File: config.mk
export PLATFORM = sky130hd
export DESIGN_NAME = uart_rx_irq_flat
export DESIGN_NICKNAME = d
export VERILOG_FILES = /design/src/rtl/uart_rx_irq_if.sv /design/src/rtl/uart_rx_irq.sv /design/src/flat_wrapper.sv
export SDC_FILE = /design/constraint.sdc
export NUM_CORES = 1
export LEC_CHECK = 0
export CAP_MARGIN = 20
export CORE_UTILIZATION = 60
export CTS_CLUSTER_DIAMETER = 40
export DETAILED_ROUTE_END_ITERATION = 10
export HOLD_SLACK_MARGIN = 0.15
export MAX_ROUTING_LAYER = met4
export PLACE_DENSITY_LB_ADDON = 0.25
export SLEW_MARGIN = 15
export SYNTH_ARGS = -nofsm -noshare
export SYNTH_HDL_FRONTEND = slang
export SYNTH_SLANG_ARGS = --single-unit
File: constraint.sdc
create_clock -name clk -period 3 [get_ports clk]
set_input_delay 0.6 -clock clk [delete_from_list [all_inputs] [get_ports clk]]
set_output_delay 0.6 -clock clk [all_outputs]
set_load 0.01 [all_outputs]
File: src/rtl/uart_rx_irq_if.sv
// uart_rx_irq_if: serial input plus CPU read side (data, interrupt request, acknowledge)
interface uart_rx_irq_if;
  logic       rx;
  logic       ack;
  logic [7:0] r_data;
  logic       irr;
  modport master (output rx, output ack, input r_data, input irr);
  modport slave (input rx, input ack, output r_data, output irr);
endinterface

File: src/rtl/uart_rx_irq.sv
// uart_rx_irq: 8N1 LSB-first UART receiver with sticky byte-received interrupt cleared by ack
// Define UART_RX_FRAMING_CHECK_EN to drop frames whose stop bit samples low.
module uart_rx_irq #(
  parameter int CLKS_PER_BIT = 868
) (
  input  logic         clk,
  input  logic         rst,
  uart_rx_irq_if.slave bus
);
  localparam int HALF = CLKS_PER_BIT / 2;
  localparam int CW = $clog2(CLKS_PER_BIT);
  typedef enum logic [1:0] {IDLE, START, DATA, STOP} state_t;
  state_t state, state_n;
  logic rx_m, rxs, rxs_d;
  logic [CW-1:0] cnt, cnt_n;
  logic [2:0] idx, idx_n;
  logic [7:0] sh, sh_n, r_data_q;
  logic irr_q, load, fall, hit_half, hit_bit;
  assign fall = rxs_d & ~rxs;
  assign hit_half = cnt == CW'(HALF - 1);
  assign hit_bit = cnt == CW'(CLKS_PER_BIT - 1);
  assign bus.r_data = r_data_q;
  assign bus.irr = irr_q;
  always_ff @(posedge clk or posedge rst) begin
    if (rst) begin
      rx_m     <= 1'b1;
      rxs      <= 1'b1;
      rxs_d    <= 1'b1;
      state    <= IDLE;
      cnt      <= '0;
      idx      <= '0;
      sh       <= '0;
      r_data_q <= '0;
      irr_q    <= 1'b0;
    end else begin
      rx_m     <= bus.rx;
      rxs      <= rx_m;
      rxs_d    <= rxs;
      state    <= state_n;
      cnt      <= cnt_n;
      idx      <= idx_n;
      sh       <= sh_n;
      r_data_q <= load ? sh : r_data_q;
      irr_q    <= load | (irr_q & ~bus.ack);
    end
  end
  // the counter wraps on every sample point, so STOP returns to IDLE ready for the next edge
  always_comb begin
    state_n = state;
    cnt_n   = cnt + 1'b1;
    idx_n   = idx;
    sh_n    = sh;
    load    = 1'b0;
    case (state)
      IDLE: begin
        cnt_n = '0;
        if (fall) state_n = START;
      end
      START: if (hit_half) begin
        cnt_n   = '0;
        idx_n   = '0;
        state_n = rxs ? IDLE : DATA;
      end
      DATA: if (hit_bit) begin
        cnt_n   = '0;
        sh_n    = {rxs, sh[7:1]};
        idx_n   = idx + 3'd1;
        state_n = idx == 3'd7 ? STOP : DATA;
      end
      STOP: if (hit_bit) begin
        cnt_n   = '0;
        state_n = IDLE;
`ifdef UART_RX_FRAMING_CHECK_EN
        load    = rxs;
`else
        load    = 1'b1;
`endif
      end
      default: state_n = IDLE;
    endcase
  end
endmodule

File: src/flat_wrapper.sv
// flat-port wrapper written by rule: the top's interface ports become plain ports
module uart_rx_irq_flat 
#(
  parameter int CLKS_PER_BIT = 868
)
  (clk, rst, bus_rx, bus_ack, bus_r_data, bus_irr);
  uart_rx_irq_if bus_i ();
  input  logic clk;
  input  logic rst;
  input wire logic [$bits(bus_i.rx)-1:0] bus_rx;
  input wire logic [$bits(bus_i.ack)-1:0] bus_ack;
  output wire logic [$bits(bus_i.r_data)-1:0] bus_r_data;
  output wire logic [$bits(bus_i.irr)-1:0] bus_irr;
  assign bus_i.rx = bus_rx;
  assign bus_i.ack = bus_ack;
  assign bus_r_data = bus_i.r_data;
  assign bus_irr = bus_i.irr;
  uart_rx_irq #(.CLKS_PER_BIT(CLKS_PER_BIT)) u_core (.clk(clk), .rst(rst), .bus(bus_i));
endmodule
==> impl_metrics.yaml <==
outcome:
  status: "completed"
yosys:
  synth_seq_cells: 35
  synth_area_sq_um: 1598
  synthArstFlopShare: 1.000
  synth-edff-count: 0
  syn_nets: 136
  synth.distinct_cells: 29
  synth_seq_area_share: 0.5505
  yosysWarnings: 0
  syn_avg_cell_area_sq_um: 12.89
  synthTopCellsByArea: "dfrtp_1 (50%), mux2_2 (11%), ha_1 (6.3%)"
  synth_cells: 124
  ys.flop_type: "dfrtp_1"
  synth_top_area_share: 0.5012
  yosysTopAreaCell: "dfrtp_1"
die:
  placementRows: 18
  core-area_sq_um: 2500
  die_h_um: 53.61
  fp.dieW_um: 53.61
  die-area_sq_um: 2874
  initial_utilization: 0.6391
  num_io_pins: 13
min_path:
  hold_start: "u_core.rx_m"
  hold_class: "reg2reg"
finish:
  drive_above_1_share: 0.2431
  fillCellCount: 183
  syn_to_final_growth_pct: 13.31
  diodes: 0
  final_common_cell: "dfrtp_1"
  nets: 155
  final_cell_mix: "dfrtp_1 (32), mux2_2 (16), nor2_1 (12), clkdlybuf4s50_1 (12), inv_1 (10)"
power:
  p_leak_nw: 0.8791
  p_per_area_nw_per_um2: 607.1
  ir_drop_mv: 0.4907
route:
  avgRoutedWirePerCell_um: 14.75
  wirelength_um: 2567
  drc: 0
  antenna_left: 0
  viasPerCell: 5.431
  drt_iter0_drc: 12
  drtPass1Iterations: 4
  via_count: 945
clock_network:
  cts.sinks: 35
  cts.repair.resized: 0
  post_cts_buffers: 0
  clockBufferDepth: 2
  numCtsBuffers: 5
  cts_root_buffer: "clkbuf_4"
  cts_tree: "yes"
  cts_max_level: 2
  worstSkewPairLatency_ps: 340
  clk_pin_slew_worst_paths_ps: 90
  cts_hold_buf: 0
timing:
  max_freq_mhz: 529.0
  tightest_slew_ps: 392.2
  setup_tns_ps: 0
  layout_worst_path_cycle_share: 0.6302
  slew_violations: 0
  hold_violations: 0
  worst_hold_slack_ps: 364.1
  fin_worst_skew_ps: 12.33
  slew_headroom: 0.7376
  rsz0062_at_grt: "no"
  post-route-min-period_ps: 1890
  setup_viol: 0
setup_path:
  cp-end-kind: "register"
  critical_path_arrival_ps: 2110
  crit_type: "reg2reg"
  crit_path_start_kind: "register"
  critPathLaunch: "u_core.cnt[2]"
  critPathTopFamily: "compound AO/OA/AOI/OAI gates"
  slowest_stage: "or3b_4"
  cp.required_ps: 3220
  crit_chain: "or3b_4 > o41ai_4 > o211ai_4 > mux2_4"
  crit_fanout: 5
  worstReg2RegStart: "u_core.cnt[2]"
  crit_buf_inv: 0
  slowest_delay_ps: 450
global_route:
  antenna_found_initial: 0
  grt_pass1_wl_um: 4264
  grt_use_total: 0.2288
  grt_max_degree: 26
  overflow: 0
  grt_pass1_vias: 952
placement:
  gp_congestion: 0.8080
  portBuffers: 12
  hpwl_um: 1921
job:
  max-cap-violations: 0
## metrics by stage
step / setup slack [ps] / cell area (sq um) / total power [mW] / instances / utilization
floorplan: 1179 / 1598 / 0.8165 / 124 / -
global placement: 1148 / 1758 / 0.8588 / 166 / 0.7032
detailed placement: 1123 / 1758 / 0.8737 / 166 / 0.7032
CTS: 1105 / 1810 / 1.115 / 174 / 0.7242
global route: 1037 / 1810 / 1.172 / 174 / 0.7242
finish: 1110 / 1810 / 1.099 / 174 / 0.7242
## cells by family (layout without fill, tap and decap cells)
| group | Yosys count | count (layout) | synth area share |
|---|---|---|---|
| DFF | 35 | 35 | 0.5505 |
| and+or+nand+nor | 34 | 34 | 0.1182 |
| muxes | 21 | 21 | 0.1472 |
| buffers and inverters | 11 | 31 | 0.02662 |
| adders and majority gates | 8 | 8 | 0.06265 |
| xor gates and xnor gates | 8 | 8 | 0.04385 |
| AOI/OAI and AO/OA | 7 | 7 | 0.05090 |
## layer usage
layer / wire length [um] / global-route usage / share of wire / vias up
li1: - / - / - / 461
met5: 0 / - / 0 / -
met3: 78 / 0.08475 / 0.030 / 6
met4: 45 / 0.08333 / 0.018 / 0
met2: 1346 / 0.3708 / 0.52 / 14
met1: 1097 / 0.2589 / 0.43 / 464
## power breakdown
part           switching, mW  internal (mW)  total (mW)
sequential            0.0361          0.508       0.544
clock                  0.145         0.0924       0.238
combinational          0.178          0.139       0.318
## area by class of cell
| cell class | count | area (sq um) | area share |
|---|---|---|---|
| Sequential cell | 35 | 879.6 | 0.4858 |
| Clock buffer | 7 | 45.04 | 0.02488 |
| Tap cell | 30 | 37.54 | 0.02073 |
| Multi-Input combinational cell | 78 | 675.6 | 0.3732 |
| Timing Repair Buffer | 13 | 127.6 | 0.07049 |
| Inverter | 10 | 37.54 | 0.02073 |
| Clock inverter | 1 | 7.507 | 0.004147 |
## sequential cells by signal, summed over array words and instances (netlist names), named ones only
name / count
u_core.rxs_d: 1
u_core.rxs: 1
u_core.state: 1
u_core.rx_m: 1
u_core.bus.irr: 1
u_core.sh: 8
u_core.bus.r_data: 8
u_core.cnt: 10
u_core.idx: 3
## synth_stat cells (2+ instances only)
library cell and count:
dfstp_2 3, dfrtp_1 32, nand4_1 2, mux2i_1 4, o21ai_0 2, mux2_2 16
and3_1 2, nand2_2 2, nand2_1 4, nand3_1 4, xor2_1 2, nor3_1 2
xnor2_1 6, inv_1 10, ha_1 8, nor2_1 12
## worst register-to-register path, delay by kind of cell, from the launching register on
| family | cells | cell delay [ps] |
|---|---|---|
| AOI/OAI and AO/OA | 2 | 580 |
| muxes | 1 | 310 |
| and+or+nand+nor | 1 | 450 |
| DFF | 1 | 430 |
## path summary, 6_finish.rpt
path / to / slack (ps) / depth (start not counted)
max in group asynchronous: u_core.cnt[3] / 1820 / 3
max: u_core.idx[0] / 1110 / 4
min: u_core.rxs / 360 / 0
max reg2reg: u_core.idx[0] / 1110 / 4
min in group asynchronous: u_core.bus.r_data[7] / 540 / 2
min reg2reg: u_core.rxs / 360 / 0
(Power assumes the default switching activity.)
